--- config.mk ---
export PLATFORM = sky130hd
export DESIGN_NAME = sm83_sp_bus_drive
export DESIGN_NICKNAME = d
export VERILOG_FILES = /design/src/rtl/sm83_sp_bus_drive.sv
export SDC_FILE = /design/constraint.sdc
export NUM_CORES = 1
export LEC_CHECK = 0
export ABC_AREA = 1
export CAP_MARGIN = 20
export CORE_ASPECT_RATIO = 1.25
export CORE_UTILIZATION = 58
export CTS_CLUSTER_DIAMETER = 30
export CTS_CLUSTER_SIZE = 8
export DETAILED_ROUTE_END_ITERATION = 12
export DONT_BUFFER_PORTS = 1
export GPL_TIMING_DRIVEN = 0
export HOLD_SLACK_MARGIN = 0.1
export PLACE_DENSITY_LB_ADDON = 0.1
export SLEW_MARGIN = 5
export SYNTH_ARGS = -nofsm -noshare
export SYNTH_HDL_FRONTEND = slang
export SYNTH_SLANG_ARGS = --single-unit
--- constraint.sdc ---
create_clock -name clk -period 1.9 [get_ports clk]
set_input_delay 0.475 -clock clk [delete_from_list [all_inputs] [get_ports clk]]
set_output_delay 0.475 -clock clk [all_outputs]
set_load 0.01 [all_outputs]
--- src/rtl/sm83_sp_bus_drive.sv ---
// sm83_sp_bus_drive
//   16-bit stack pointer register with a readout path onto a precharged,
//   open-drain style 8-bit bus. A readout precharges the bus for
//   PCH_CYCLES cycles, then pulls down the lines that must read as 0. A
//   word readout does this twice: low byte first, then high byte. The bus
//   level is sampled back at the end of each drive cycle, and any
//   disagreement is reported on err when the readout completes.
//
// Parameters
//   PCH_CYCLES  precharge cycles before each drive cycle (1..4)
//   SP_RESET    SP value after reset
//
// Ports
//   clk       in   clock, rising edge active
//   reset_n   in   asynchronous active-low reset
//   load      in   load SP from load_val (wins over inc/dec)
//   load_val  in   [15:0] new SP value
//   inc, dec  in   SP += 1 / SP -= 1 (both high: no change)
//   req       in   request a readout of SP
//   word      in   1: low byte then high byte, 0: one byte
//   hi        in   byte select for single-byte readouts (1 = SP[15:8])
//   bus_in    in   [7:0] bus level sampled back for the contention check
//   pch_n     out  active-low precharge enable
//   bus_dn    out  [7:0] pulldown enables (1 discharges the line)
//   busy      out  readout in progress
//   ack       out  one-cycle completion pulse
//   err       out  contention seen during the last completed readout
//   sp        out  [15:0] current SP value
module sm83_sp_bus_drive #(
  parameter int          PCH_CYCLES = 1,
  parameter logic [15:0] SP_RESET   = 16'h0000
) (
  input  logic        clk,
  input  logic        reset_n,
  input  logic        load,
  input  logic [15:0] load_val,
  input  logic        inc,
  input  logic        dec,
  input  logic        req,
  input  logic        word,
  input  logic        hi,
  input  logic [7:0]  bus_in,
  output logic        pch_n,
  output logic [7:0]  bus_dn,
  output logic        busy,
  output logic        ack,
  output logic        err,
  output logic [15:0] sp
);

  typedef enum logic [2:0] {IDLE, PCH, DRV_LO, DRV_HI, DONE} state_t;

  state_t      state, state_nxt;
  logic [15:0] sp_nxt;
  logic [2:0]  pch_cnt;
  logic        second;      // set after the low-byte drive of a word readout
  logic        err_acc;     // mismatches accumulated within the current readout
  logic        err_q;       // result of the last completed readout
  logic [15:0] snap_sp;
  logic        snap_word;
  logic        snap_hi;
  logic        accept;
  logic [7:0]  drv_byte;

  // SP arithmetic: load has priority; inc and dec together cancel.
  always_comb begin
    sp_nxt = sp;
    if (load)
      sp_nxt = load_val;
    else if (inc && !dec)
      sp_nxt = sp + 16'd1;
    else if (dec && !inc)
      sp_nxt = sp - 16'd1;
  end

  // Next state and Moore outputs. Pulldowns are only ever enabled in the
  // drive states, where pch_n is high, so precharge and discharge never
  // fight each other.
  always_comb begin
    state_nxt = state;
    pch_n     = 1'b1;
    bus_dn    = 8'h00;
    busy      = 1'b0;
    ack       = 1'b0;
    accept    = 1'b0;
    drv_byte  = 8'h00;
    case (state)
      IDLE: begin
        if (req) begin
          accept    = 1'b1;
          state_nxt = PCH;
        end
      end
      PCH: begin
        pch_n = 1'b0;
        busy  = 1'b1;
        if (pch_cnt == 3'd1)
          state_nxt = second ? DRV_HI : DRV_LO;
      end
      DRV_LO: begin
        busy      = 1'b1;
        drv_byte  = (snap_word || !snap_hi) ? snap_sp[7:0] : snap_sp[15:8];
        bus_dn    = ~drv_byte;
        state_nxt = snap_word ? PCH : DONE;
      end
      DRV_HI: begin
        busy      = 1'b1;
        drv_byte  = snap_sp[15:8];
        bus_dn    = ~drv_byte;
        state_nxt = DONE;
      end
      DONE: begin
        ack = 1'b1;
        if (req) begin
          accept    = 1'b1;
          state_nxt = PCH;
        end else begin
          state_nxt = IDLE;
        end
      end
      default: state_nxt = IDLE;
    endcase
  end

  // err shows the fresh result during the ack cycle and holds it afterwards.
  assign err = (state == DONE) ? err_acc : err_q;

  always_ff @(posedge clk or negedge reset_n) begin
    if (!reset_n) begin
      state   <= IDLE;
      sp      <= SP_RESET;
      pch_cnt <= 3'd0;
      second  <= 1'b0;
      err_acc <= 1'b0;
      err_q   <= 1'b0;
    end else begin
      state <= state_nxt;
      sp    <= sp_nxt;
      if (accept) begin
        pch_cnt <= 3'(PCH_CYCLES);
        second  <= 1'b0;
        err_acc <= 1'b0;
      end else if (state == PCH) begin
        pch_cnt <= pch_cnt - 3'd1;
      end
      if (state == DRV_LO) begin
        // Reload the precharge count for a possible second pass.
        pch_cnt <= 3'(PCH_CYCLES);
        second  <= 1'b1;
      end
      if (state == DRV_LO || state == DRV_HI)
        err_acc <= err_acc | (bus_in != drv_byte);
      if (state == DONE)
        err_q <= err_acc;
    end
  end

  // Readout snapshot: SP may keep changing while the bus is being driven.
  always_ff @(posedge clk) begin
    if (accept) begin
      snap_sp   <= sp;
      snap_word <= word;
      snap_hi   <= hi;
    end
  end

endmodule

==> results of run 1 <==
[metal layers]
metal  part of all wire  GRT usage
met1               0.36      0.345
met2               0.55      0.534
met3              0.053     0.0522
met4              0.041      0.157
met5                  0          0
[cells by family after synthesis]
group / after synthesis / synth area share
compound gates: 61 / 0.107
xor+xnor: 10 / 0.0285
fa+ha+maj: 19 / 0.0798
buf+inv: 68 / 0.0892
flops: 43 / 0.379
simple gates: 223 / 0.316
[area by class of cell]
cell class                 count  area, um^2
clock inverter                 2        8.76
clock buffer                   6        72.6
buffer                         7        45.0
inverter                      61         250
sequential                    43        1170
fill                         331        1040
timing repair buffer          33         324
multi-input combinational    313        2090
tap                           62        77.6
[worst max-delay path by stage]
stage | from | end | slack, ns | depth (start not counted)
floorplan | inc | sp[14]$_DFFE_PN0P_ | -0.22 | 14
global placement | inc | sp[14]$_DFFE_PN0P_ | -0.65 | 14
detailed placement | inc | sp[14]$_DFFE_PN0P_ | -0.67 | 13
CTS | state[2]$_DFFE_PN0P_ | bus_dn[2] | -0.08 | 6
global route | inc | sp[15]$_DFFE_PN0P_ | -0.19 | 17
finish | state[0]$_DFFE_PN0P_ | bus_dn[2] | -0.09 | 5
[sequential cells by signal (all words and copies together), names as in the netlist]
signal     count
snap_sp       16
sp            16
pch_cnt        3
state          3
err_acc        1
err_q          1
second         1
snap_hi        1
snap_word      1
[worst register-to-register path, stage by stage, from the launching register on]
cell     delay [ns]
dfrtp_2        0.47
inv_1          0.10
fa_2           0.40
inv_1          0.07
nand3_2        0.06
nand2_2        0.11
buf_4          0.13
a21oi_2        0.05
or2_2          0.28
nand3_1        0.08
nand2_1        0.07
nand2_1        0.06
[metrics by stage]
stage	TNS, ns	instances	hold slack [ns]	utilization	power (uW)
finish	-0.809	527	0.271	0.795	5350
global route	-2.19	527	0.259	0.795	5710
CTS	-0.406	511	0.271	0.718	4680
detailed placement	-7.96	486	0.180	0.621	3620
global placement	-7.65	486	0.180	0.621	3540
floorplan	-2.15	424	0.179	-	3170
[power breakdown]
group          leakage [uW]  internal (uW)  switching (uW)
combinational       0.00138           1320            1770
clock             0.0000426            253             320
sequential         0.000460           1300             398
[layout by cell type (no fill, tap or decap), types with 6 or more instances in the layout]
cell / instances
inv_1: 51
nand2_2: 17
a21oi_2: 10
nor2_4: 7
buf_4: 24
nor2_1: 15
ha_4: 14
nand3_1: 31
edfxtp_1: 18
nand2_1: 123
dfrtp_1: 21
nor2_2: 8
a21oi_1: 6
o21ai_0: 22
xor2_1: 8
[repair_timing]
item / in CTS / in global routing
hold buffers: 2 / 0
endpoints found under the hold margin: 25 / 0
buffers inserted: 15 / 15
setup endpoints to repair: 24 / 24
pin swaps: 9 / 32
gates resized for setup: 50 / 71
gates cloned: 0 / 1
==> run metrics, run 1 <==
cell area reported after detailed placement between 3000 and 4000 um^2; area growth from synthesis to layout 31.4%; required time worst endpoint 1.42 ns; total clock buffers created by CTS 5; EDFF count, synth 18; wire length of the first global-routing pass 12900 um; DR vias/cell 5.77; post-synthesis instance area between 3000 and 4000 um^2; Post-Synthesis Cells 424; share of the clock period used by the worst path 1.05; post-synth top area share 0.204; First DRT Iteration DRCs 177; Final Skew between 0.008 and 0.009 ns; most frequently used cell type in the post-synthesis netlist nand2_1; final instance area 4040 um^2; hold endpoint snap_hi$_DFFE_PP_; first-pass iteration count of the detailed router 5; number of placement rows 29; Worst R2R Setup Slack -0.06 ns; total vias in the final route 3041; reg-to-reg endpoint sp[8]$_DFFE_PN0P_; Hold WC Path Type input pin to flip-flop; Leakage Power 0.00188 uW; cell area power density 1330 nW/um^2; Synth async-reset ratio 0.581; largest voltage drop on the vdd net 0.726 mV; HP Start hi; clock net sink count 43; CORE AREA about 5000 um^2; Chip Height 83.4 um; minimum setup slack after placement -0.673 ns; max-cap viol count 0; final weighted congestion in routability-driven placement between 0.9 and 1; critical path fanouts, max 6; worst hold path stage count 0; synthesized area per cell 7.25 um^2; GRT Residual Overflow 0; top cell type by total area after synthesis dfrtp_1; commonest cells in the synthesized netlist nand2_1, inv_1, nand3_1, o21ai_0, nor2_1; HPWL after detailed placement 5340 um; WL final 8970 um; detail-routed net length per standard cell 17.0 um; Worst Slack Setup Final -0.0929 ns; Die W 67.1 um; cells along the critical path buf_6 -> nor2_4 -> buf_8 -> clkinvlp_4 -> o22ai_4; unrepaired setup endpoints after global routing yes; biggest area contributors in the synthesized netlist dfrtp_1, edfxtp_1, nand2_1, ha_1, inv_1; kind of cell adding the most delay to the critical path flip-flops; standard cell with the maximum stage delay on the critical path dfrtp_2; clock latency on the worst-skew pair 0.30 ns; failing checks setup timing; maximum buffer depth of the clock tree 2; unique cell type count in the Yosys netlist 39; maximum achievable frequency 502 MHz; minimum clock period after layout ~2 ns; Diodes inserted 0; Synth Warn # 0; total I/O pin count 60; flop and latch count out of synthesis 43; area of the die 5600 um^2; delay of the slowest critical-path stage 0.45 ns; NumNets Final 515; number of buffers added on ports 0; buffers plus inverters on the worst setup path 3; Final Hold Vio Count 0; sequential share of the synthesized area 0.379; Setup CP Type flip-flop to output pin; maximum number of pins on one net before global-route repair 26; number of antenna violations at the first check in global routing 0; proportion of layout cells with a drive suffix above 1 0.295; actual slew at the worst max-slew pin approximately 0.57 ns; relative slew slack 0.623; launch instance of the worst register-to-register path sp[0]$_DFFE_PN0P_; final setup violation count 13; Overall Global Routing Usage 0.307; TritonCTS clock tree done; vias in the first global route slightly below 3000; count of H-tree levels built during CTS 2; antenna violation net count after detailed routing 0; startpoint types flip-flop; library cell used as clock root buffer clkbuf_8; CP endpoint kind output pin; status complete, but fails checks; post-CTS clock slew at the launch and capture registers of the worst setup and hold paths 0.08 ns; logic depth of the worst register-to-register path 11; critical path data arrival time 1.52 ns; initial core utilization 0.605; primary flip-flop cell chosen by synthesis mapping dfrtp_1; Max Transition Viols Final 0; total DRC errors in the routed layout 0; Syn Nets 475
No activity file was read; power rests on OpenSTA's default activity.
==> inputs of run 2 (changes only) <==
--- a/config.mk
+++ b/config.mk
@@ -5,10 +5,9 @@
 export SDC_FILE = /design/constraint.sdc
 export NUM_CORES = 1
 export LEC_CHECK = 0
-export ABC_AREA = 1
 export CAP_MARGIN = 20
 export CORE_ASPECT_RATIO = 1.25
-export CORE_UTILIZATION = 58
+export CORE_UTILIZATION = 57
 export CTS_CLUSTER_DIAMETER = 30
 export CTS_CLUSTER_SIZE = 8
 export DETAILED_ROUTE_END_ITERATION = 12
==> run 2 against run 1 <==
  * The flow still finishes with violations (setup timing)
  * Sequential cell count unchanged
  * Critical endpoint is now sp[14]$_DFFE_PN0P_
  * Wire length down 12%
  * Sequential power shrank 4%
  * Largest power group unchanged
  * Total power down 12%
  * Count of clock-buffer cells in the layout is the same
  * Clock power up 3%
  * Cell area decreased by 7.3%
  * Non-clock buffer count grew 3
  * Hold slack worse by 0.0090 ns
  * Utilization is 0.36 points lower
  * Register-to-register slack worse by 0.20 ns
==> run metrics, run 2 <==
total DRC errors in the routed layout 0 (unchanged); WL final 7870 um (-12%); required time worst endpoint 2.11 ns (+0.69 ns); share of the clock period used by the worst path 1.14 (+0.0862); clock net sink count 43 (unchanged); area of the die 5190 um^2 (-7.2%); Overall Global Routing Usage 0.304 (-0.00264); library cell used as clock root buffer clkbuf_8; Largest regs snap_sp x16, sp x16; antenna violation net count after detailed routing 0 (unchanged); number of antenna violations at the first check in global routing 0 (unchanged); initial core utilization 0.591 (-0.0139); commonest cells in the synthesized netlist dfrtp_1, a21oi_1, nand2_1, nor2_1; final instance area 3740 um^2 (-7.3%); vias in the first global route 2422 (-16%); Die W 64.6 um (-3.7%); post-CTS clock slew at the launch and capture registers of the worst setup and hold paths 0.09 ns (about the same); cell area power density 1260 nW/um^2 (-4.8%); Post-Synthesis Cells 289 (-32%); top cell type by total area after synthesis dfrtp_1; max-cap viol count 0 (unchanged); switching portion of total power 0.414 (-0.0500); critical path fanouts, max 5 (-1); Chip Height 80.3 um (-3.7%); Final Skew 0.00903 ns (+0.000610 ns); TritonCTS clock tree done; Syn Nets 340 (-28%); register cell area after layout 1180 um^2 (+0.96%); startpoint types flip-flop; post-synth top area share 0.224 (+0.0202); First DRT Iteration DRCs 147 (-17%); number of buffers added on ports 0 (unchanged); final weighted congestion in routability-driven placement 0.909 (-2.6%); unrepaired setup endpoints after global routing yes; maximum number of pins on one net before global-route repair 26 (unchanged); DR vias/cell 6.27 (+8.7%); wire length of the first global-routing pass 11800 um (-9.0%); portion of total power attributed to the clock network 0.125 (+0.018); CORE AREA 4730 um^2 (-6.9%); cell area reported after detailed placement 2950 um^2 (-6.5%); largest voltage drop on the vdd net 0.574 mV (-21%); switching component of the power 1950 uW (-21%); Hold WC Path Type input pin to flip-flop; relative slew slack 0.543 (-0.0797); total clock buffers created by CTS 5 (unchanged); Max Transition Viols Final 0 (unchanged); count of H-tree levels built during CTS 2 (unchanged); core occupancy in the finished layout 0.791 (-0.00356); biggest area contributors in the synthesized netlist dfrtp_1, edfxtp_1, ha_1, a21oi_1, xnor2_1; synthesized area per cell 9.67 um^2 (+33%); sequential share of the synthesized area 0.417 (+0.0377); relative contribution of combinational cells to total power 0.532 (-0.045); post-synthesis instance area 2800 um^2 (-9.0%); failing checks setup timing; Synth async-reset ratio 0.581 (unchanged); minimum setup slack after placement -0.605 ns (+0.0686 ns); commonest non-fill, non-tap cells in the layout buf_4, nand2_1, nor2_1, a21oi_1, edfxtp_1; area growth from synthesis to layout 33.9%; total vias in the final route 2452 (-19%); HPWL after detailed placement 4810 um (-9.8%); Synth Warn # 0 (unchanged); critical path data arrival time 2.36 ns (+0.84 ns); maximum achievable frequency 464 MHz (-7.6%); GRT Residual Overflow 0 (unchanged); status complete, but fails checks; EDFF count, synth 18 (unchanged); minimum clock period after layout 2.16 ns (+0.164 ns); detail-routed net length per standard cell 20.1 um (+18%); maximum buffer depth of the clock tree 2 (unchanged); final setup violation count 21 (+8); actual slew at the worst max-slew pin 0.684 ns (+0.119 ns); Worst Slack Setup Final -0.257 ns (-0.164 ns); number of placement rows 28 (-3.4%); sum of negative setup slack -3.02 ns (-2.21 ns); unique cell type count in the Yosys netlist 52 (+33%); total I/O pin count 60 (unchanged); sequential cell fraction of total power 0.343 (+0.027); NumNets Final 381 (-26%); Leakage Power 0.00142 uW (-25%); most common library cell in the layout ignoring fill and taps buf_4; Setup CP Type flip-flop to flip-flop; clock latency on the worst-skew pair 0.30 ns (about the same); Diodes inserted 0 (unchanged); Final Hold Vio Count 0 (unchanged); CP endpoint kind flip-flop; Power Internal 2770 uW (-3.5%); proportion of layout cells with a drive suffix above 1 0.393 (+0.0981); most frequently used cell type in the post-synthesis netlist dfrtp_1; FILL cells 290 (-12%); first-pass iteration count of the detailed router 4 (-1); primary flip-flop cell chosen by synthesis mapping dfrtp_1; flop and latch count out of synthesis 43 (unchanged); area taken by multi-input logic gates 1980 um^2 (-5.4%)
## run 2: cell count changes in the layout (fill, tap and decap cells not counted), sizes merged, moves of 7 or more
cell	previous run	this run
a22oi	0	8
nor2	30	20
nand3	37	5
nand2b	0	11
inv	58	15
xnor2	2	13
a21oi	17	24
nand2	144	22
o21ai	33	22
nor3	2	9
## run 2: repair_timing
item,4_1_cts,5_1_grt
pin swaps,20,12
gates resized for setup,66,33
hold buffers,2,0
cloned,1,0
endpoints found under the hold margin,25,0
setup endpoints to repair,39,23
setup buffers,28,8
## run 2: per-layer routing
layer | up-vias | GRT usage | share of wire
li1 | 1149 | - | -
met1 | 1204 | 0.347 | 0.39
met2 | 87 | 0.549 | 0.54
met3 | 12 | 0.0668 | 0.058
met4 | 0 | 0.113 | 0.019
met5 | - | 0 | 0
## run 2: final timing paths
path / end / slack, ns / from / depth (start not counted)
max: sp[14]$_DFFE_PN0P_ / -0.26 / sp[0]$_DFFE_PN0P_ / 9
min: snap_word$_DFFE_PP_ / 0.26 / word / 0
max reg2reg: sp[14]$_DFFE_PN0P_ / -0.26 / sp[0]$_DFFE_PN0P_ / 9
min reg2reg: pch_cnt[1]$_DFFE_PN0P_ / 0.49 / pch_cnt[1]$_DFFE_PN0P_ / 2
max in group asynchronous: sp[10]$_DFFE_PN0P_ / 1.11 / reset_n / 2
min in group asynchronous: err_acc$_DFFE_PN0P_ / 0.62 / reset_n / 2
## run 2: cell families (layout without fill, tap and decap cells)
group / after synthesis / after routing / synth area share
AOI/OAI and AO/OA: 88 / 88 / 0.208
xor gates and xnor gates: 17 / 17 / 0.0533
adders and majority gates: 19 / 19 / 0.0877
buffers and inverters: 25 / 66 / 0.0412
DFF: 43 / 43 / 0.417
muxes: 7 / 7 / 0.0278
and+or+nand+nor: 90 / 91 / 0.165
## run 2: final cells by class
cell class,instances,share of cell area
clock inverter,2,0.00334
timing repair buffer,35,0.0782
inverter,15,0.0157
buffer,8,0.0194
clock buffer,6,0.0194
tap,60,0.0201
sequential,43,0.316
multi-input combinational,222,0.528
## run 2: stage by stage
step,power (uW),instances,hold slack (ns)
4_1_cts,4400,386,0.264
2_1_floorplan,2790,289,0.179
5_1_grt,4980,391,0.255
6_report,4720,391,0.262
3_3_place_gp,3090,349,0.180
3_5_place_dp,3130,349,0.180
## run 2: worst max-delay path, stage by stage, from the launching register on
cell and delay [ns]:
dfrtp_2 0.47, inv_2 0.07, fa_2 0.39, nand2b_4 0.15, a21o_1 0.20, a31oi_4 0.22
buf_4 0.14, o21ba_2 0.15, xnor2_1 0.06, a221oi_1 0.23
## run 2: power by group through the flow
stage          sequential [uW]  clock, uW  combinational (uW)
6_report                  1620        591                2510
5_1_grt                   1640        619                2720
4_1_cts                   1600        589                2210
3_5_place_dp              1550          0                1580
3_3_place_gp              1540          0                1560
2_1_floorplan             1460          0                1320
